==> config.mk <==
export PLATFORM = sky130hd
export DESIGN_NAME = julia_pixel_writer
export DESIGN_NICKNAME = d
export VERILOG_FILES = /design/src/rtl/julia_pixel_writer.sv
export SDC_FILE = /design/constraint.sdc
export NUM_CORES = 1
export LEC_CHECK = 0
export BUFFER_PORTS_ARGS = -buffer_cell sky130_fd_sc_hd__buf_4
export CAP_MARGIN = 25
export CELL_PAD_IN_SITES_DETAIL_PLACEMENT = 0
export CELL_PAD_IN_SITES_GLOBAL_PLACEMENT = 1
export CORE_AREA = 8 8 451 453
export CTS_BUF_LIST = sky130_fd_sc_hd__clkbuf_4
export DETAILED_ROUTE_END_ITERATION = 16
export DIE_AREA = 0 0 459 461
export GPL_TIMING_DRIVEN = 1
export PLACE_DENSITY = 0.44
export SYNTH_ARGS = -nofsm -noshare
export SYNTH_HDL_FRONTEND = slang
export SYNTH_SLANG_ARGS = --single-unit
==> constraint.sdc <==
create_clock -name clk -period 6.5 [get_ports clk]
set_clock_uncertainty 0.2 [all_clocks]
set_input_delay 0.325 -clock clk [delete_from_list [all_inputs] [get_ports clk]]
set_output_delay 0.325 -clock clk [all_outputs]
set_load 0.02 [all_outputs]
==> src/rtl/julia_pixel_writer.sv <==
// rtl/julia_pixel_writer.sv - round-robin pixel arbiter feeding a buffered Avalon-MM write master
// One engine is granted per cycle into a DEPTH-entry FIFO; the head entry is driven onto the write port.
module julia_pixel_writer #(
    parameter int NUM_JULIA = 16,
    parameter int ADDR_W    = 32,
    parameter int DATA_W    = 32,
    parameter int DEPTH     = 4
) (
    input  logic                           clk,
    input  logic                           rst,
    input  logic [ADDR_W*NUM_JULIA-1:0]    cataddresses,
    input  logic [DATA_W*NUM_JULIA-1:0]    catpixels,
    input  logic [NUM_JULIA-1:0]           done,
    output logic [NUM_JULIA-1:0]           free,
    input  logic                           wait_request,
    output logic [ADDR_W-1:0]              write_address,
    output logic [DATA_W-1:0]              write_data,
    output logic                           write_enable,
    output logic [$clog2(DEPTH+1)-1:0]     fill_level,
    output logic [31:0]                    write_count
);
    localparam int IDX_W = $clog2(NUM_JULIA);
    localparam int PTR_W = $clog2(DEPTH);
    localparam int CNT_W = $clog2(DEPTH + 1);
    localparam int ENT_W = ADDR_W + DATA_W;

    logic [NUM_JULIA-1:0] elig;
    logic [IDX_W-1:0]     rr_ptr;
    logic [IDX_W-1:0]     grant_idx;
    logic [IDX_W-1:0]     rr_next;
    logic                 grant_found;
    logic                 push;
    logic                 pop;
    logic [ADDR_W-1:0]    sel_addr;
    logic [DATA_W-1:0]    sel_pixel;
    logic [ENT_W-1:0]     mem [DEPTH];
    logic [PTR_W-1:0]     wr_ptr;
    logic [PTR_W-1:0]     rd_ptr;
    logic [ENT_W-1:0]     head;

    // An engine whose free pulse is out this cycle still shows done; mask it so it is not granted twice.
    assign elig = done & ~free;

    always_comb begin
        int j;
        logic [IDX_W-1:0] idx;
        j           = 0;
        idx         = '0;
        grant_idx   = '0;
        grant_found = 1'b0;
        for (int k = 0; k < NUM_JULIA; k++) begin
            j = int'(rr_ptr) + k;
            if (j >= NUM_JULIA) begin
                j = j - NUM_JULIA;
            end
            idx = IDX_W'(j);
            if (!grant_found && elig[idx]) begin
                grant_found = 1'b1;
                grant_idx   = idx;
            end
        end
    end

    always_comb begin
        sel_addr  = '0;
        sel_pixel = '0;
        for (int i = 0; i < NUM_JULIA; i++) begin
            if (IDX_W'(i) == grant_idx) begin
                sel_addr  = cataddresses[i*ADDR_W +: ADDR_W];
                sel_pixel = catpixels[i*DATA_W +: DATA_W];
            end
        end
    end

    assign rr_next = (grant_idx == IDX_W'(NUM_JULIA - 1)) ? '0 : grant_idx + 1'b1;

    // Fullness is judged on the registered level, so a same-cycle pop never opens a slot early.
    assign push = grant_found && (fill_level < CNT_W'(DEPTH));
    assign pop  = write_enable && !wait_request;

    always_ff @(posedge clk or posedge rst) begin
        if (rst) begin
            rr_ptr      <= '0;
            free        <= '0;
            wr_ptr      <= '0;
            rd_ptr      <= '0;
            fill_level  <= '0;
            write_count <= '0;
        end else begin
            free <= '0;
            if (push) begin
                free   <= NUM_JULIA'(1) << grant_idx;
                rr_ptr <= rr_next;
                wr_ptr <= wr_ptr + 1'b1;
            end
            if (pop) begin
                rd_ptr      <= rd_ptr + 1'b1;
                write_count <= write_count + 32'd1;
            end
            case ({push, pop})
                2'b10:   fill_level <= fill_level + 1'b1;
                2'b01:   fill_level <= fill_level - 1'b1;
                default: fill_level <= fill_level;
            endcase
        end
    end

    always_ff @(posedge clk) begin
        if (push) begin
            mem[wr_ptr] <= {sel_addr, sel_pixel};
        end
    end

    assign head          = mem[rd_ptr];
    assign write_enable  = (fill_level != '0);
    assign write_address = write_enable ? head[ENT_W-1:DATA_W] : '0;
    assign write_data    = write_enable ? head[DATA_W-1:0] : '0;

endmodule

* After elaboration in Yosys (flattened, before gate mapping)
Memory sizes are Yosys's and may differ from the RTL's.
Index checks and enable logic that the tools add are counted.
** Operators by class
- Equal/unequal tests :: 18
- Order comparisons :: 33
- Shifts and indexed selects :: 1
- Muxes and demuxes :: 119
- Bitwise operators :: 2
- $add $sub $neg :: 37
- Reductions and logical operators :: 36
** Operators by type and width (count)
- $mux 32 :: 34
- $mux 4 :: 33
- $lt 4x5->1 const B :: 16
- $ge 5x5->1 const B :: 15
- $bmux 1 s4 :: 16
- $sub 4x1->4 const B :: 16
- $add 4x4->5 const B :: 8
- $mux 1 :: 34
- $add 32x1->32 const B :: 1
- $eq 4x4->1 const A :: 8
- $add 4x3->5 const B :: 4
- $logic_and 1x1->1 :: 17
- $and 16x16->16 :: 1
- $eq 3x4->1 const A :: 4
- $logic_not 1->1 :: 16
- $mux 16 :: 1
- $not 16->16 :: 1
- $shl 1x4->16 const A :: 1
- $add 4x2->5 const B :: 2
- $eq 2x4->1 const A :: 2
- $pmux 3 s2 :: 1
- $add 4x1->5 const B :: 1
- $ge 4x5->1 const B :: 1
- $add 2x1->2 const B :: 2
- other kinds (11) :: 11
** Storage, ports and cells
- Bits in registers :: 59
- Logic and storage cells :: 253
- Memory bits (writable) :: 256
- Input bits :: 1043
- Memories :: 1
** Memories
- mem :: words 4, bits a word 64, rd ports 1, clocked after Yosys merged registers in 0, wr ports 1, line 36 : logic [ENT_W-1:0] mem [DEPTH];

* Longest topological paths before layout
Gate-level depths: netlist (run 1).
- Word-level depth :: 67
- Mapped depth :: 30
- Gate-level depth less buffers :: 24

* Worst setup path before layout (run 1)
No wires, ideal clock.
- Path type :: reg-to-reg
- From :: reg rr_ptr[1]
- To :: mem mem[0][37] (netlist bit), data pin
- Path buffers :: 8
- Data arrival time :: 6.429 ns
- Library setup time :: 0.269 ns
- Slack :: -0.399 ns
- Stages on the path, launching flop included :: 29
- Required time :: 6.031 ns
- Cells stage by stage :: dfrtp_1 > clkbuf_1 > inv_1 > clkbuf_1 > ha_1 > clkbuf_1 > clkinv_1 > mux4_2 > o22ai_1 > nor4b_2 > nand4_4 > or4_1 > buf_2 > nor3_1 > nand2_1 > o211ai_1 > a32oi_1 > inv_1 > ha_1 > clkbuf_1 > clkbuf_1 > buf_1 > buf_1 > nor2_1 > a21oi_1 > o21ai_0 > a22oi_1 > nand4_1 > a211o_1
** On the way
- Longest elaborated chain between the ends :: 67
- Elaborated cells between the ends (all ways) :: 188
- Those cells by class :: 31 x add/sub; 16 x order compare; 15 x eq/ne; 95 x mux; 31 x reduce/logical
** Ends and longest elaborated chain
- start: declaration :: line 28 : logic [IDX_W-1:0] rr_ptr;
- start signal: assignment :: line 93 : rr_ptr <= rr_next;
- parallel branches: the longest is 49 deep, another holds $add 4x1->5
- $mux 4 (*) :: line 57 : if (!grant_found && elig[idx]) begin
- $logic_not 4->1 :: line 68 : if (IDX_W'(i) == grant_idx) begin
- $mux 32 (15 in a row) :: line 68
- $mux 32 (*) :: line 68
- net sel_addr[5] :: line 34 : logic [ADDR_W-1:0] sel_addr;
- end: declaration :: line 36
Mark *: on every way through the listed nets, which the timed path passes. The select of a mux whose other input is x is not followed.

* Worst setup path in the final report (run 1)
- From :: reg free[4]
- To :: mem mem[3][17] (netlist bit), data pin
** On the way
- Longest elaborated chain between the ends :: 67
- Elaborated cells between the ends (all ways) :: 127
- Those cells by class :: 15 x eq/ne; 79 x mux; 2 x bitwise; 31 x reduce/logical
** Ends and longest elaborated chain
- start: declaration :: line 14 : output logic [NUM_JULIA-1:0] free,
- start signal: assignment :: line 92 : free <= NUM_JULIA'(1) << grant_idx;
- $not 16->16 (*) :: line 42 : assign elig = done & ~free;
- $and 16x16->16 (*) :: line 42
- $bmux 1 s4 :: line 57
- $mux 1 (implied by the code) :: line 57
- $mux 1 :: line 57
- $logic_not 1->1 :: line 57
- $logic_and 1x1->1 :: line 57
- $mux 1 :: line 57
- (+38 left out)
- $mux 1 :: line 57
- $logic_not 1->1 :: line 57
- $logic_and 1x1->1 :: line 57
- $mux 4 (*) :: line 57
- $logic_not 4->1 :: line 68
- $mux 32 (15 in a row) :: line 68
- $mux 32 (*) :: line 68
- net sel_pixel[17] :: line 35 : logic [DATA_W-1:0] sel_pixel;
Mark *: on every way through the listed nets, which the timed path passes. The rest lies on a longest branch. The select of a mux whose other input is x is not followed.

==> flow_metrics.py, run 1 <==
metrics = {
    "worst_hold_path": {
        "min_to": "mem[2][44]$_DFFE_PP_",
        "hold_depth": 5,
        "min-delay-start": "cataddresses[300]",
        "hold_class": "in2reg",
    },
    "worst_setup_path": {
        "start_kind": "register",
        "crit_path_frequent_cell": "buf_4",
        "crit_fanout": 27,
        "r2r-end": "mem[3][17]$_DFFE_PP_",
        "critical_path_class": "reg2reg",
        "rr_worst_depth": 19,
        "r2r-start": "free[4]$_DFF_PP0_",
        "path_cells": "nor2b_1 > a21oi_1 > mux4_2 > buf_4 > mux2i_1 > nand2_1 > o22ai_1 > nand2_1 > or3_1 > buf_4 > nand3_2 > buf_4 > nor2_4 > buf_12 > buf_4 > a22oi_1 > dlygate4sd3_1 > nand4_1 > a211o_1",
        "rrSetupSlack_ns": 0.12,
        "critPathSlowestCell": "dlygate4sd3_1",
        "crit_required_ns": 6.95,
        "max_stage_delay_ns": 0.57,
        "critPathCaptureType": "register",
        "worstPathArrival_ns": 6.83,
    },
    "yosys": {
        "synthArstFlopShare_pct": 18.7,
        "yosysWarnings": 0,
        "synth_top_family_by_area": "compound AO/OA/AOI/OAI gates",
        "synth_seq_cells": 315,
        "yosys.area_share.adder_pct": 1.10,
        "synth_top_area_cell": "edfxtp_1",
        "synth_cell_types": 86,
        "synth_top_area_share_pct": 32.8,
        "synth-simple-area-share_pct": 16.4,
        "synth_compound_area_share_pct": 26.3,
        "ys_seq_area_share_pct": 39.1,
        "postSynthCellCount": 2462,
        "synth_edf_count": 256,
        "synth_mux_area_share_pct": 10.7,
        "syn-cell-area_sq_um": 23500,
        "synth_xor_area_share_pct": 1.90,
        "syn_area_per_cell_sq_um": 9.53,
        "synth_area_leaders": "edfxtp_1 (33%), mux4_2 (8.6%), dfrtp_1 (6.3%)",
        "synth_flop_cell": "edfxtp_1",
        "syn_nets": 3525,
    },
    "layout": {
        "fillers": 21524,
        "layout_common_cells": "buf_4 (1629), dlygate4sd3_1 (655), nor2_1 (257), edfxtp_1 (256), nand2_1 (210)",
        "drive_gt1_share_pct": 44.4,
        "fin_cells": 7473,
        "fin_nets": 5788,
        "fin_util_pct": 24.9,
        "area_growth_syn_to_layout_pct": 108,
        "final_common_cell": "buf_4",
    },
    "global_routing": {
        "grt_pass1_vias": 33983,
        "groute.usage.overall_pct": 21.3,
        "antenna_found_initial": 94,
        "grt_overflow": 0,
        "grt_max_degree": 66,
        "grt_pass1_wl_um": 310000,
    },
    "die": {
        "dieArea_sq_um": 212000,
        "rows": 163,
        "fp.coreArea_sq_um": 196000,
        "dieHeight_um": 461,
        "die_w_um": 459,
        "start_util_pct": 12.0,
        "pin_count": 1159,
    },
    "routing": {
        "wl_per_cell_um": 32.2,
        "postRouteWirelength_um": 240000,
        "postRouteAntennaNets": 0,
        "drtIter0Drc": 3132,
        "via_count": 32420,
        "first_pass_iters": 8,
        "via_per_inst": 4.34,
        "drc": 0,
    },
    "timing": {
        "finalHoldViolations": 0,
        "slew_headroom_pct": 39.0,
        "rsz0062_at_grt": "true",
        "min_period_ns": 6.38,
        "finalMaxSlewViolations": 0,
        "maxClockFrequency_mhz": 157,
        "worstMarginPinSlew_ns": 0.916,
        "fin_crit_sh_pct": 98.2,
        "finalSetupViolCount": 0,
        "hold_slack_ns": 0.0656,
    },
    "placement": {
        "place.gp.congestion": 0.922,
        "dpl.hpwl_um": 204000,
        "place_inst": 6575,
        "port_buffers": 1158,
    },
    "clock_network": {
        "clk_path_buf_depth": 3,
        "cts_sinks": 315,
        "clk_pin_slew_ns": 0.06,
        "htreeDepth": 3,
        "insertion_delay_ns": 1.01,
        "clock-root-buffer": "clkbuf_4",
        "cts_tree": "yes",
        "numCtsBuffers": 95,
    },
    "run": {
        "cap_viol_max_count": 0,
    },
    "outcome": {
        "outcome": "completed",
    },
}
-- registers in the layout (all words and copies together) (netlist names) --
signal	flops
rr_ptr	4
wr_ptr	2
rd_ptr	2
fill_level	3
mem	256
write_count	32
free	16
-- cells by family after synthesis --
family,Yosys count
adders and majority gates,20
buffers and inverters,248
muxes,135
AOI/OAI and AO/OA,883
DFF,315
and+or+nand+nor,811
xor gates and xnor gates,50
-- metrics by stage --
step	setup WS [ns]	setup TNS (ns)	cell area (sq um)
after global routing	-0.0460	-0.281	48700
final	0.120	0	48800
after detailed placement	-1.02	-92.04	39800
after CTS	-0.0220	-0.0220	48100
after global placement	-1.03	-88.97	39800
after floorplan	0.00105	0	23500
-- layout make-up --
| cell class | count | area, sq um | area share, % |
|---|---|---|---|
| clock buffers | 130 | 976 | 2.00 |
| clock inverters | 41 | 213 | 0.436 |
| flip-flops and latches | 315 | 9170 | 18.8 |
| multi-input cells | 1899 | 14100 | 28.9 |
| diodes | 34 | 85.1 | 0.174 |
| inverters | 23 | 101 | 0.208 |
| well taps | 2640 | 3300 | 6.77 |
| repair buffers | 2391 | 20800 | 42.7 |
-- worst max-delay path: cells and delay by family (launching register included) --
family	cells	cell delay, ns
and+or+nand+nor	7	1.83
buffers and inverters	6	1.59
AOI/OAI and AO/OA	4	1.24
muxes	2	0.77
DFF	1	0.41
-- worst max-delay path by stage --
stage | startpoint | to | slack (ns) | depth (start not counted)
final | free[4]$_DFF_PP0_ | mem[3][17]$_DFFE_PP_ | 0.12 | 19
after global routing | rr_ptr[0]$_DFFE_PP0P_ | mem[0][33]$_DFFE_PP_ | -0.05 | 29
after CTS | rr_ptr[0]$_DFFE_PP0P_ | mem[2][52]$_DFFE_PP_ | -0.02 | 28
after detailed placement | rr_ptr[0]$_DFFE_PP0P_ | mem[1][33]$_DFFE_PP_ | -1.02 | 26
after global placement | rr_ptr[0]$_DFFE_PP0P_ | mem[0][33]$_DFFE_PP_ | -1.03 | 26
after floorplan | rr_ptr[1]$_DFFE_PP0P_ | mem[0][11]$_DFFE_PP_ | 0.001 | 25
-- cells in the mapped netlist (18+ instances only) --
cell type	n
nor2_1	263
edfxtp_1	256
nand2_1	213
a21oi_1	204
clkbuf_1	135
a22oi_1	124
o21ai_0	115
mux4_2	90
o22ai_1	74
and2_1	73
dfrtp_1	59
buf_2	57
nor3_1	56
a22o_1	50
nand3_1	47
nand4_1	46
o221ai_1	44
a211o_1	38
o211ai_1	35
nand2b_1	34
a222oi_1	31
xnor2_1	31
mux2i_1	28
buf_1	25
a32o_1	22
a211oi_1	21
a221oi_1	20
ha_1	19
xor2_1	18
-- per-layer routing --
metal | track usage [%] | vias to the layer above | wire, um
met5 | 0 | - | 257
met4 | 4.20 | 42 | 5350
met3 | 4.75 | 286 | 17600
met2 | 35.4 | 1637 | 111000
met1 | 28.5 | 16135 | 106000
li1 | - | 14320 | -
-- what timing repair did --
action | in CTS | in global routing
setup endpoints to repair | 256 | 239
setup buffers | 23 | 13
resized for setup | 58 | 85
hold buffers | 648 | 8
endpoints found under the hold margin | 333 | 12
pin swaps | 21 | 40
cloned | 0 | 2
Power of run 1 is not shown: default switching activity piles up to over one toggle a cycle in this logic, so the estimate is an artifact.
==> inputs of run 2 (changes only) <==
--- a/config.mk
+++ b/config.mk
@@ -14,7 +14,7 @@
 export DETAILED_ROUTE_END_ITERATION = 16
 export DIE_AREA = 0 0 459 461
 export GPL_TIMING_DRIVEN = 1
-export PLACE_DENSITY = 0.44
+export PLACE_DENSITY = 0.43
 export SYNTH_ARGS = -nofsm -noshare
 export SYNTH_HDL_FRONTEND = slang
 export SYNTH_SLANG_ARGS = --single-unit
==> constraint.sdc (replaced) <==
create_clock -name clk -period 7.6 [get_ports clk]
set_clock_uncertainty 0.2 [all_clocks]
set_input_delay 1.52 -clock clk [delete_from_list [all_inputs] [get_ports clk]]
set_output_delay 1.52 -clock clk [all_outputs]
set_load 0.02 [all_outputs]
==> flow_metrics.py, run 2 (synthesis gave the netlist of run 1 again) <==
metrics = {
    "clock_network": {
        "numCtsBuffers": 95,
        "holdBufCountCts": 0,
        "cts_sinks": 315,
        "htreeDepth": 3,
        "clk_path_buf_depth": 3,
        "cts_tree": "yes",
        "clk_pin_slew_ns": 0.06,
        "insertion_delay_ns": 0.97,
        "clock-root-buffer": "clkbuf_4",
    },
    "layout": {
        "fin_cells": 6674,
        "fin_nets": 5002,
        "layout_common_cells": "buf_4 (1532), nor2_1 (256), edfxtp_1 (256), nand2_1 (211), a21oi_1 (204)",
        "finalInstanceArea_sq_um": 40300,
        "regMostFlops": "mem",
        "largest_reg_flops": 256,
        "final_common_cell": "buf_4",
        "top_regs": "mem (256), write_count (32), free (16)",
        "drive_gt1_share_pct": 48.0,
        "area_growth_syn_to_layout_pct": 71.7,
    },
    "timing": {
        "finalWorstSetupSlack_ns": 0.338,
        "finalHoldViolations": 0,
        "worstMarginPinSlew_ns": 0.973,
        "finalSetupViolCount": 0,
        "min_period_ns": 7.26,
        "finalMaxSlewViolations": 0,
        "slew_headroom_pct": 35.1,
        "rsz0062_at_grt": "false",
        "maxClockFrequency_mhz": 138,
        "fin_crit_sh_pct": 95.6,
        "setup_tns_ns": 0,
    },
    "die": {
        "die_w_um": 459,
        "dieHeight_um": 461,
        "fp.coreArea_sq_um": 196000,
        "rows": 163,
        "dieArea_sq_um": 212000,
        "pin_count": 1159,
        "start_util_pct": 12.0,
    },
    "outcome": {
        "outcome": "completed",
    },
    "global_routing": {
        "grt_max_degree": 65,
        "grt_overflow": 0,
        "antenna_found_initial": 108,
        "grt_pass1_vias": 29750,
        "groute.usage.overall_pct": 20.6,
        "grt_pass1_wl_um": 295000,
    },
    "placement": {
        "port_buffers": 1158,
        "dpl.hpwl_um": 200000,
        "dp_slack_ns": -0.418,
        "place_inst": 6480,
        "place_area_sq_um": 38900,
        "place.gp.congestion": 0.919,
    },
    "routing": {
        "via_count": 29129,
        "drc": 0,
        "wl_per_cell_um": 34.6,
        "postRouteWirelength_um": 231000,
        "postRouteAntennaNets": 0,
        "drtIter0Drc": 2929,
        "via_per_inst": 4.36,
        "first_pass_iters": 10,
    },
    "worst_setup_path": {
        "crit_fanout": 11,
        "crit_required_ns": 8.02,
        "worstPathArrival_ns": 7.68,
        "critical_path_class": "reg2reg",
        "critPathCaptureType": "register",
        "start_kind": "register",
    },
    "run": {
        "cap_viol_max_count": 0,
    },
    "worst_hold_path": {
        "hold_class": "reg2reg",
    },
}
-- run 2: repair_timing --
action | in CTS | in global routing
pin swaps | 0 | 1
gates resized for setup | 1 | 11
setup endpoints to repair | 4 | 115
setup buffers | 0 | 2
hold endpoints to repair | 0 | 0
-- run 2: per-layer routing --
metal	global-route usage (%)	wire, um
met4	4.37	4800
met1	26.5	98300
met2	34.2	108000
met5	0	308
met3	6.20	19800
-- run 2: per-stage QoR --
step                      hold WS (ns)  util, %
after floorplan                  0.380        -
after global placement           0.262     19.8
after detailed placement         0.291     19.8
after CTS                        0.301     20.5
after global routing             0.325     20.5
final                            0.303     20.5
-- run 2: final timing paths --
path                                                  start                          end  slack [ns]  depth (start not counted)
max in group asynchronous                               rst        rd_ptr[0]$_DFFE_PP0P_        5.74                          3
worst max register to register        rr_ptr[0]$_DFFE_PP0P_         mem[0][60]$_DFFE_PP_        0.34                         24
worst max-delay path                  rr_ptr[0]$_DFFE_PP0P_         mem[0][60]$_DFFE_PP_        0.34                         24
worst min register to register  write_count[25]$_DFFE_PP0P_  write_count[25]$_DFFE_PP0P_        0.30                          1
worst min-delay path            write_count[25]$_DFFE_PP0P_  write_count[25]$_DFFE_PP0P_        0.30                          1
min in group asynchronous                               rst  write_count[23]$_DFFE_PP0P_        0.65                          3
-- run 2: final cells by class --
type / instances / area [sq um]
antenna: 18 / 45.0
clock buffer: 133 / 998
clock inverter: 41 / 218
fill: 22085 / 156000
inverter: 23 / 96.3
multi-input combinational: 1899 / 13500
sequential: 315 / 9170
tap: 2640 / 3300
timing repair buffer: 1605 / 13000
-- run 2: critical path, cell delays in order, from the launching register on --
cell       delay [ns]
dfrtp_1          0.55
ha_1             0.31
xor2_1           0.61
a2111oi_0        0.25
or4_1            0.69
mux2i_1          0.38
a21oi_1          0.17
a221o_1          0.39
or3_1            0.33
nand4_1          0.09
o21ai_0          0.14
buf_4            0.21
inv_1            0.10
ha_4             0.16
clkinv_1         0.14
buf_12           0.17
nor4_4           0.47
buf_4            0.32
buf_12           0.17
a22oi_1          0.07
buf_4            0.16
nand3_1          0.08
a211oi_1         0.07
buf_4            0.15
o22ai_1          0.51
Power of run 2 is left out for the same reason.
